$ cat src/rtl/alu8_seq_pkg.sv
// rtl/alu8_seq_pkg.sv - shared opcodes, BCD constant and FSM states for alu8_seq
package alu8_seq_pkg;

    localparam logic [3:0] ALU_S_ADD = 4'b1001;
    localparam logic [3:0] ALU_S_SUB = 4'b0110;
    localparam logic [3:0] BCD_FIX   = 4'd6;

    typedef enum logic [2:0] {
        ST_IDLE   = 3'd0,
        ST_LO     = 3'd1,
        ST_HI     = 3'd2,
        ST_ADJ_LO = 3'd3,
        ST_ADJ_HI = 3'd4,
        ST_DONE   = 3'd5
    } state_e;

    // Signed overflow of a + beff + ci, judged from the sign bits only.
    function automatic logic add_ovf(input logic a7, input logic beff7, input logic f7);
        return (a7 ~^ beff7) & (a7 ^ f7);
    endfunction

endpackage

$ cat src/rtl/alu8_seq_alu4.sv
// rtl/alu8_seq_alu4.sv - 4-bit 74181-style ALU slice, active-high data
module alu8_seq_alu4 (
    input  logic [3:0] a,
    input  logic [3:0] b,
    input  logic       ci,
    input  logic [3:0] s,
    input  logic       m,
    output logic [3:0] f,
    output logic       co
);
    logic [3:0] x;
    logic [3:0] y;
    logic [4:0] sum;

    // Arithmetic is x plus y plus ci; logic mode is the carry-free XNOR of the same terms.
    always_comb begin
        x   = a | (b & {4{s[0]}}) | (~b & {4{s[1]}});
        y   = (a & ~b & {4{s[2]}}) | (a & b & {4{s[3]}});
        sum = {1'b0, x} + {1'b0, y} + {4'b0000, ci};
        if (m) begin
            f  = sum[3:0];
            co = sum[4];
        end else begin
            f  = ~(x ^ y);
            co = 1'b0;
        end
    end

endmodule

$ cat src/rtl/alu8_seq.sv
// rtl/alu8_seq.sv - nibble-serial 8-bit ALU sequencer with decimal ADD correction
module alu8_seq
    import alu8_seq_pkg::*;
#(
    parameter bit DEC_EN = 1'b1
) (
    input  logic       clk,
    input  logic       reset,
    input  logic       start,
    input  logic [7:0] a,
    input  logic [7:0] b,
    input  logic       ci,
    input  logic [3:0] s,
    input  logic       m,
    input  logic       dec,
    output logic       busy,
    output logic       done,
    output logic [7:0] f,
    output logic       co,
    output logic       z,
    output logic       n,
    output logic       v
);
    state_e     state_q, state_d;
    logic [7:0] a_q, a_d, b_q, b_d;
    logic [3:0] s_q, s_d;
    logic       ci_q, ci_d, m_q, m_d, dec_q, dec_d;
    logic [3:0] lo_q, lo_d, hi_q, hi_d;
    logic       c_lo_q, c_lo_d, co_bin_q, co_bin_d, c1_q, c1_d;
    logic [7:0] f_q, f_d;
    logic       co_q, co_d, z_q, z_d, n_q, n_d, v_q, v_d;
    logic [3:0] alu_a, alu_b, alu_s, alu_f;
    logic       alu_ci, alu_m, alu_co;
    logic       lo_fix, hi_fix, beff7;

    alu8_seq_alu4 u_alu4 (
        .a  (alu_a),
        .b  (alu_b),
        .ci (alu_ci),
        .s  (alu_s),
        .m  (alu_m),
        .f  (alu_f),
        .co (alu_co)
    );

    always_ff @(posedge clk or posedge reset) begin
        if (reset) begin
            state_q <= ST_IDLE;
        end else begin
            state_q <= state_d;
        end
    end

    always_ff @(posedge clk or posedge reset) begin
        if (reset) begin
            a_q      <= 8'h00;
            b_q      <= 8'h00;
            s_q      <= 4'h0;
            ci_q     <= 1'b0;
            m_q      <= 1'b0;
            dec_q    <= 1'b0;
            lo_q     <= 4'h0;
            hi_q     <= 4'h0;
            c_lo_q   <= 1'b0;
            co_bin_q <= 1'b0;
            c1_q     <= 1'b0;
            f_q      <= 8'h00;
            co_q     <= 1'b0;
            z_q      <= 1'b1;
            n_q      <= 1'b0;
            v_q      <= 1'b0;
        end else begin
            a_q      <= a_d;
            b_q      <= b_d;
            s_q      <= s_d;
            ci_q     <= ci_d;
            m_q      <= m_d;
            dec_q    <= dec_d;
            lo_q     <= lo_d;
            hi_q     <= hi_d;
            c_lo_q   <= c_lo_d;
            co_bin_q <= co_bin_d;
            c1_q     <= c1_d;
            f_q      <= f_d;
            co_q     <= co_d;
            z_q      <= z_d;
            n_q      <= n_d;
            v_q      <= v_d;
        end
    end

    always_comb begin
        state_d  = state_q;
        a_d      = a_q;
        b_d      = b_q;
        s_d      = s_q;
        ci_d     = ci_q;
        m_d      = m_q;
        dec_d    = dec_q;
        lo_d     = lo_q;
        hi_d     = hi_q;
        c_lo_d   = c_lo_q;
        co_bin_d = co_bin_q;
        c1_d     = c1_q;
        f_d      = f_q;
        co_d     = co_q;
        v_d      = v_q;
        alu_a    = 4'h0;
        alu_b    = 4'h0;
        alu_ci   = 1'b0;
        alu_s    = s_q;
        alu_m    = m_q;
        lo_fix   = (lo_q > 4'd9) | c_lo_q;
        hi_fix   = co_bin_q | (hi_q > 4'd9) | ((hi_q == 4'd9) & c1_q);
        beff7    = (s_q == ALU_S_SUB) ? ~b_q[7] : b_q[7];

        case (state_q)
            ST_IDLE: begin
                if (start) begin
                    a_d     = a;
                    b_d     = b;
                    s_d     = s;
                    ci_d    = ci;
                    m_d     = m;
                    dec_d   = DEC_EN & dec & m & (s == ALU_S_ADD);
                    state_d = ST_LO;
                end
            end
            ST_LO: begin
                alu_a   = a_q[3:0];
                alu_b   = b_q[3:0];
                alu_ci  = ci_q;
                lo_d    = alu_f;
                c_lo_d  = alu_co;
                state_d = ST_HI;
            end
            ST_HI: begin
                alu_a    = a_q[7:4];
                alu_b    = b_q[7:4];
                alu_ci   = c_lo_q;
                hi_d     = alu_f;
                co_bin_d = alu_co;
                v_d      = m_q & ((s_q == ALU_S_ADD) | (s_q == ALU_S_SUB))
                           & add_ovf(a_q[7], beff7, alu_f[3]);
                if (dec_q) begin
                    state_d = ST_ADJ_LO;
                end else begin
                    f_d     = {alu_f, lo_q};
                    co_d    = alu_co;
                    state_d = ST_DONE;
                end
            end
            ST_ADJ_LO: begin
                alu_a   = lo_q;
                alu_b   = lo_fix ? BCD_FIX : 4'h0;
                alu_s   = ALU_S_ADD;
                alu_m   = 1'b1;
                lo_d    = alu_f;
                c1_d    = alu_co;
                state_d = ST_ADJ_HI;
            end
            ST_ADJ_HI: begin
                alu_a   = hi_q;
                alu_b   = hi_fix ? BCD_FIX : 4'h0;
                alu_ci  = c1_q;
                alu_s   = ALU_S_ADD;
                alu_m   = 1'b1;
                hi_d    = alu_f;
                f_d     = {alu_f, lo_q};
                co_d    = co_bin_q | hi_fix;
                state_d = ST_DONE;
            end
            ST_DONE: state_d = ST_IDLE;
            default: state_d = ST_IDLE;
        endcase

        // Flags follow the result register, so they stay coherent while it holds.
        z_d = (f_d == 8'h00);
        n_d = f_d[7];
    end

    assign busy = (state_q != ST_IDLE);
    assign done = (state_q == ST_DONE);
    assign f    = f_q;
    assign co   = co_q;
    assign z    = z_q;
    assign n    = n_q;
    assign v    = v_q;

endmodule

$ cat config.mk
export PLATFORM = sky130hd
export DESIGN_NAME = alu8_seq
export DESIGN_NICKNAME = d
export VERILOG_FILES = /design/src/rtl/alu8_seq_pkg.sv /design/src/rtl/alu8_seq_alu4.sv /design/src/rtl/alu8_seq.sv
export SDC_FILE = /design/constraint.sdc
export NUM_CORES = 1
export LEC_CHECK = 0
export BUFFER_PORTS_ARGS = -buffer_cell sky130_fd_sc_hd__buf_2
export CAP_MARGIN = 10
export CORE_ASPECT_RATIO = 0.7
export CORE_UTILIZATION = 30
export DETAILED_ROUTE_END_ITERATION = 6
export GPL_TIMING_DRIVEN = 0
export PLACE_DENSITY = 0.56
export SYNTH_ARGS = -nofsm -noshare
export SYNTH_HDL_FRONTEND = slang
export SYNTH_HIERARCHICAL = 1
export SYNTH_SLANG_ARGS = --single-unit
$ cat constraint.sdc
create_clock -name clk -period 9.5 [get_ports clk]
set_input_delay 0.95 -clock clk [delete_from_list [all_inputs] [get_ports clk]]
set_output_delay 0.95 -clock clk [all_outputs]
set_load 0.005 [all_outputs]
==> metrics.md, run 1 <==
| Metric | Value |
|---|---|
| Run status | `finished clean` |
| Die outline area | `about 9000 sq um` |
| Leading cell types in the layout, fill and taps excluded | `47 x dfrtp_1, 44 x mux2_2, 41 x buf_2` |
| CP required | `about 9700 ps` |
| CTS resizes | `0` |
| Remaining antenna violation count | `0` |
| Vias per cell | `between 4 and 5` |
| Cell area after placement | `around 3000 sq um` |
| Wire length of the first global-routing pass | `approximately 10,000 um` |
| Ports | `40` |
| Antenna diodes | `0` |
| Hold Violations, Final | `0` |
| Die extent in x | `about 110 um` |
| Buffers on Ports | `39` |
| H-tree level count | `2` |
| Least-Margin Pin Slew | `~640 ps` |
| Floorplan Core Area | `8440 sq um` |
| Clock tree from TritonCTS | `yes` |
| Final instance area | `roughly 3200 sq um` |
| Syn avg cell area | `about 11 sq um` |
| Routed vias | `roughly 1,900` |
| Clock insertion delay at the later pin of the skew report | `300 ps` |
| Register area share after synthesis | `about 46%` |
| Worst hold path class | `register to register` |
| Wire length after detailed routing | `about 6100 um` |
| Synth Net Count | `between 200 and 300` |
| XOR/XNOR share of the synthesized area | `between 1 and 1.5%` |
| Area fraction in compound gates after synthesis | `a little over a tenth` |
| Row count | `28` |
| Synth warnings | `6` |
| Post-CTS Setup Repair Bufs | `0` |
| Post-DP HPWL | `between 4000 and 5000 um` |
| Drt drc | `0` |
| Synth-to-layout area growth | `20.7%` |
| All-layer global routing usage | `between 10% and 20%` |
| Most common library cell in the layout ignoring fill and taps | `dfrtp_1` |
| Setup slack on the worst flop-to-flop path | `5760 ps` |
| Cell Pwr Density | `around 410 nW/um^2` |
| Share of cell area taken by muxes after synthesis | `approximately 21%` |
| Ys flop type | `dfrtp_1` |
| Number of detailed-routing iterations run before antenna repair | `4` |
| Filler Cell Count | `roughly 850` |
| Crit path launch type | `register` |
| Remaining Overflow, GRT | `0` |
| Max Slew Vio Count | `0` |
| Number of antenna violations at the first check in global routing | `0` |
| Post-DR wirelength/cell | `about 15 um` |
| Leakage power summed over all cells | `between 1 and 1.5 nW` |
| Hold-critical path depth | `1` |
| Number of sinks driven by the clock tree | `48` |
| Fraction of synthesis flops using an asynchronous set or reset pin | `100%` |
| Clk_skew | `6.81 ps` |
| Nets | `roughly 310` |
| Aggregate negative setup slack | `0 ps` |
| Vert. Die Dim | `around 80 um` |
| Type of the worst setup path | `register to register` |
| Weighted congestion at the end of routability-driven global placement | `between 0.8 and 0.9` |
| Number of buffers on the longest clock path | `2` |
| Total of hold buffers inserted after clock tree synthesis | `0` |
| Crit path capture type | `register` |
| Synthesized-area fraction occupied by and/or/nand/nor cells | `between 10% and 20%` |
| Vias in the first global route | `between 1,500 and 2,000` |
| Dominant combinational cell family by area after synthesis | `multiplexers` |
| Critical R2R Launch | `state_q[2]` |
| Number of different library cells in the post-synthesis netlist | `45` |
| RSZ-0062 raised after global routing | `no` |
| Post-route minimum period | `around 3700 ps` |
| Final cycle utilization of the critical path | `around two fifths` |
| Share of layout cells above drive strength 1 | `between 30% and 40%` |
| Critical path data arrival time | `~4000 ps` |
| Highest fanout seen on the critical path | `9` |
| Setup Viol. Count Final | `0` |
| Worst hold path endpoint | `co_bin_q` |
| Highest Clock Rate | `approximately 0.27 GHz` |
| Count of cells along the worst register-to-register path | `16` |
| Instance count of the mapped netlist | `230` |
| Post-synthesis cell area | `2620 sq um` |
| Total of flip-flops plus latches after synthesis | `48` |
| Design Power | `around 1.3 mW` |
| Number of synthesized flops with an enable pin | `0` |
| Synth Area in Adders | `3.44%` |
| Root Driver | `clkbuf_16` |
| Total instance count after detailed placement | `a little under 400` |
| Terminus of the critical flop-to-flop path | `z` |
| Min-Delay Startpoint | `co_bin_q` |
| Non-filler instance count after layout | `between 300 and 400` |
| Count of routing violations after the opening detailed-route iteration | `87` |
| Headroom to the max-slew limit | `57.1%` |
| Maximum number of pins on one net before global-route repair | `37` |
| Effective utilization at floorplan | `between 30% and 40%` |
| Number of buffers added by the clock tree synthesis step | `5` |
| Count of max-cap constraint violations | `0` |
| CTS clock-pin slew for the worst setup and hold paths | `~70 ps` |
| Layout Utilization | `a little under two fifths` |
| Peak ir drop on the vdd network | `0.101 mV` |
[layout make-up]
class	instances	area, sq um	area share, %
Multi-Input combinational cell	161	1300	41.0
Sequential cell	48	1200	38.0
Timing Repair Buffer	40	215	6.81
Tap cell	120	150	4.75
Clock buffer	6	139	4.39
Buffer	11	81.3	2.57
Clock inverter	2	38.8	1.23
Inverter	10	37.5	1.19
[routing by layer]
metal  wire, um  share of wire, %  global-route usage (%)  vias up
met5          0                 0                       0        -
li1           -                 -                       -      924
met1       3230                53                    20.9      950
met2       2530                42                    22.6       37
met4         83               1.4                    5.13        0
met3        244               4.0                    3.85        6
[cell usage after synthesis (2+ instances only)]
library cell,count,area [sq um]
a211o_1,5,43.8
a21oi_1,7,35.0
a221oi_1,2,17.5
a22oi_1,7,52.6
and2_1,3,18.8
and2b_1,2,15.0
buf_2,2,10.0
buf_4,2,15.0
buf_6,4,45.0
clkbuf_1,3,11.3
dfrtp_1,47,1180
fa_1,2,40.0
ha_1,4,50.1
inv_1,10,37.5
mux2_2,44,495
mux2i_1,5,50.1
nand2_1,12,45.0
nand2b_1,5,31.3
nand3_1,2,10.0
nand3b_1,2,15.0
nor2_1,8,30.0
nor2b_1,11,68.8
nor3_1,3,15.0
nor4_1,2,12.5
nor4bb_1,2,20.0
o21ai_0,14,70.1
xor2_1,2,17.5
[how the worst max path moves through the flow]
stage                     slack, ps       start  cells past startpoint  end
after CTS                      5800  state_q[2]                     16    z
after floorplan                6400  state_q[1]                     15    z
after global placement         5850  state_q[1]                     15    z
final                          5760  state_q[2]                     16    z
after detailed placement       5830  state_q[2]                     16    z
after global routing           5360  state_q[2]                     16    z
[cell families after synthesis]
family / count (synthesis)
fa+ha+maj: 6
compound gates: 43
simple gates: 59
buf+inv: 21
flops: 48
mux: 50
xor+xnor: 3
[sequential cells by signal, summed over array words and instances (netlist names)]
name,cells
v,1
co,1
b_q,8
dec_q,1
z,1
c1_q,1
m_q,1
co_bin_q,1
s_q,4
state_q,3
lo_q,4
f,8
hi_q,4
ci_q,1
c_lo_q,1
a_q,8
[critical path: stages (launching register included)]
cell	delay, ps
dfrtp_1	370
buf_6	130
nand2b_1	260
nor2_1	210
a21oi_1	380
and2_1	250
nor2b_1	180
a211o_1	140
inv_1	50
fa_1	370
inv_1	80
fa_1	400
nand2_1	70
o21ai_0	210
nor4_1	300
nand3_1	110
a21oi_1	150
[through the flow]
| step | hold WS, ps | setup WS (ps) |
|---|---|---|
| 6_report | 512 | 5760 |
| 5_1_grt | 526 | 5360 |
| 4_1_cts | 512 | 5800 |
| 3_5_place_dp | 497 | 5830 |
| 3_3_place_gp | 493 | 5850 |
| 2_1_floorplan | 477 | 6400 |
[where the power goes]
group / switching, mW / total, mW / internal (mW)
logic: 0.375 / 0.717 / 0.343
clock network: 0.0802 / 0.212 / 0.132
registers: 0.0720 / 0.379 / 0.307
total: 0.527 / 1.31 / 0.781
Note: power is estimated with default switching activity, not from simulation.
==> run 2: changes to the inputs <==
clock period = 3.67 ns   (was 9.5 ns; I/O delays follow)
==> metrics.md, run 2 (same netlist as run 1, synthesis figures left out) <==
| Metric | Value |
|---|---|
| Run status | `finished clean` |
| Post-DR wirelength/cell | `15.2 um (-0.48%)` |
| Maximum number of pins on one net before global-route repair | `37 (unchanged)` |
| Proportion of power drawn by flip-flops and latches | `28.4% (-0.6 points)` |
| Antenna diodes | `0 (unchanged)` |
| Setup slack on the worst flop-to-flop path | `310 ps (-5450 ps)` |
| Clock network power share | `15.8% (-0.4 points)` |
| CP delay by family, top | `compound AO/OA/AOI/OAI gates` |
| Buffers on Ports | `39 (unchanged)` |
| Crit path launch type | `register` |
| Highest cell delay on the worst timing path | `400 ps (about the same)` |
| Wire length of the first global-routing pass | `10,100 um (+0.21%)` |
| Crit path buf inv count | `2 (-1)` |
| Critical R2R Launch | `state_q[0]` |
| Number of antenna violations at the first check in global routing | `0 (unchanged)` |
| Count of max-cap constraint violations | `0 (unchanged)` |
| Cell Pwr Density | `1080 nW/um^2 (+160%)` |
| RSZ-0062 raised after global routing | `no` |
| Highest fanout seen on the critical path | `10 (+1)` |
| Number of buffers on the longest clock path | `2 (unchanged)` |
| Aggregate negative setup slack | `0 ps (unchanged)` |
| Die outline area | `9110 sq um (unchanged)` |
| Synth-to-layout area growth | `22.5%` |
| Type of the worst setup path | `register to register` |
| Sw frac | `40.4% (+0.16 points)` |
| Vias in the first global route | `1,940 (+0.26%)` |
| Terminus of the critical flop-to-flop path | `v` |
| Headroom to the max-slew limit | `65.5% (+8.4 points)` |
| Clock insertion delay at the later pin of the skew report | `290 ps (about the same)` |
| Worst hold path class | `input port to asynchronous set/reset pin` |
| Most common library cell in the layout ignoring fill and taps | `dfrtp_1` |
| Number of buffers added by the clock tree synthesis step | `5 (unchanged)` |
| Effective utilization at floorplan | `31.0% (unchanged)` |
| Drt drc | `0 (unchanged)` |
| Peak ir drop on the vdd network | `0.267 mV (+160%)` |
| Root Driver | `clkbuf_16` |
| Vias per cell | `4.82 (+0.10%)` |
| Cell internal power dissipation | `2.06 mW (+160%)` |
| Ports | `40 (unchanged)` |
| Count of cells along the worst register-to-register path | `15 (-1)` |
| Leading cell types in the layout, fill and taps excluded | `47 x dfrtp_1, 44 x mux2_2, 41 x buf_2` |
| Leakage power summed over all cells | `1.42 nW (+1.0%)` |
| Total of hold buffers inserted after clock tree synthesis | `0 (unchanged)` |
| H-tree level count | `2 (unchanged)` |
| Post-CTS Setup Repair Bufs | `0 (unchanged)` |
| Crit path from | `state_q[0]` |
| Number of detailed-routing iterations run before antenna repair | `4 (unchanged)` |
| Clk_skew | `5.95 ps (-0.859 ps)` |
| CTS clock-pin slew for the worst setup and hold paths | `70 ps (about the same)` |
| Switching power | `1.40 mW (+170%)` |
| Crit path capture type | `register` |
| All-layer global routing usage | `15.1% (+0.033 points)` |
| Timing endpoint of the critical path | `v` |
| Final cycle utilization of the critical path | `91.4% (+52 points)` |
| Setup Viol. Count Final | `0 (unchanged)` |
| Highest Clock Rate | `0.298 GHz (+11%)` |
| Hold WS | `15.8 ps (-496 ps)` |
| Design Power | `3.46 mW (+160%)` |
| Logic gate share of total power | `55.8% (+1.0 points)` |
| Critical path, cell by cell | `buf_4 -> clkbuf_2 -> nand2_1 -> a21oi_1 -> a221oi_1 -> o21ai_0 -> nor2b_1 -> a211o_1 -> ha_1 -> nand3b_1 -> nand4b_1 -> xor2_2 -> nor2b_1 -> mux2i_1 -> o21ai_0` |
| Post-DP HPWL | `4750 um (unchanged)` |
| Max Slew Vio Count | `0 (unchanged)` |
| Nets | `309 (unchanged)` |
| Count of routing violations after the opening detailed-route iteration | `82 (-5.7%)` |
| Number of gates on the worst path with buffers counted | `15 (-1)` |
| CP required | `3880 ps (-5850 ps)` |
| Post-route minimum period | `3360 ps (-383 ps)` |
| Die extent in x | `114 um (unchanged)` |
| Weighted congestion at the end of routability-driven global placement | `0.826 (unchanged)` |
| Remaining antenna violation count | `0 (unchanged)` |
| Vert. Die Dim | `80.2 um (unchanged)` |
| Least-Margin Pin Slew | `503 ps (-139 ps)` |
| Critical path data arrival time | `3570 ps (-400 ps)` |
| Routed vias | `1,919 (+0.10%)` |
| Row count | `28 (unchanged)` |
| Share of layout cells above drive strength 1 | `41.7% (+2.9 points)` |
| Number of sinks driven by the clock tree | `48 (unchanged)` |
| Critical path's slowest cell | `o21ai_0` |
| Hold Violations, Final | `0 (unchanged)` |
| Layout Utilization | `38.0% (+0.53 points)` |
| Wire length after detailed routing | `6060 um (-0.48%)` |
| Clock tree from TritonCTS | `yes` |
| Floorplan Core Area | `8440 sq um (unchanged)` |
| Remaining Overflow, GRT | `0 (unchanged)` |
-- run 2: what timing repair did --
| action | 4_1_cts | 5_1_grt |
|---|---|---|
| pin swaps | 0 | 1 |
| resized for setup | 1 | 14 |
| endpoints found under the setup margin | 1 | 15 |
-- run 2: power groups by stage --
stage               Combinational (mW)  Clock (mW)  Sequential, mW
global route                      2.14       0.588            1.02
CTS                               1.87       0.560           0.986
floorplan                         1.39           0           0.931
global placement                  1.82           0           0.986
detailed placement                1.85           0           0.996
finish                            1.93       0.548           0.982
-- run 2: worst min-delay path by stage --
stage	from	endpoint	cells past startpoint
global route	reset	f[4]	2
CTS	reset	f[4]	2
detailed placement	reset	f[4]	2
finish	reset	f[4]	2
global placement	co_bin_q	co_bin_q	1
floorplan	a_q[4]	a_q[4]	1
-- run 2: metrics by stage --
stage / setup WS [ps] / instances / area, sq um
after floorplan: 571 / 230 / 2620
after global placement: 17.1 / 389 / 2960
after detailed placement: 1.65 / 390 / 2980
after CTS: 23.3 / 398 / 3170
after global routing: 45.6 / 398 / 3210
final: 315 / 398 / 3210
-- run 2: per-layer routing --
metal	track usage, %	part of all wire [%]	vias to the layer above
li1	-	-	922
met4	5.13	1.4	0
met5	0	0	-
met3	3.85	4.6	6
met1	20.9	52	949
met2	22.7	42	42
-- run 2: layout make-up --
cell class | instances | area [sq um]
Inverter | 10 | 37.5
Clock buffer | 6 | 139
Sequential cell | 48 | 1200
Clock inverter | 2 | 38.8
Tap cell | 120 | 150
Timing Repair Buffer | 40 | 215
Buffer | 11 | 83.8
Fill cell | 855 | 5240
Multi-Input combinational cell | 161 | 1340
-- run 2: worst register-to-register path, stage by stage (launching register included) --
cell and delay, ps:
dfrtp_1 320, buf_4 180, clkbuf_2 270, nand2_1 80
a21oi_1 220, a221oi_1 100, o21ai_0 400, nor2b_1 90
a211o_1 290, ha_1 330, nand3b_1 110, nand4b_1 150
xor2_2 360, nor2b_1 180, mux2i_1 70, o21ai_0 130
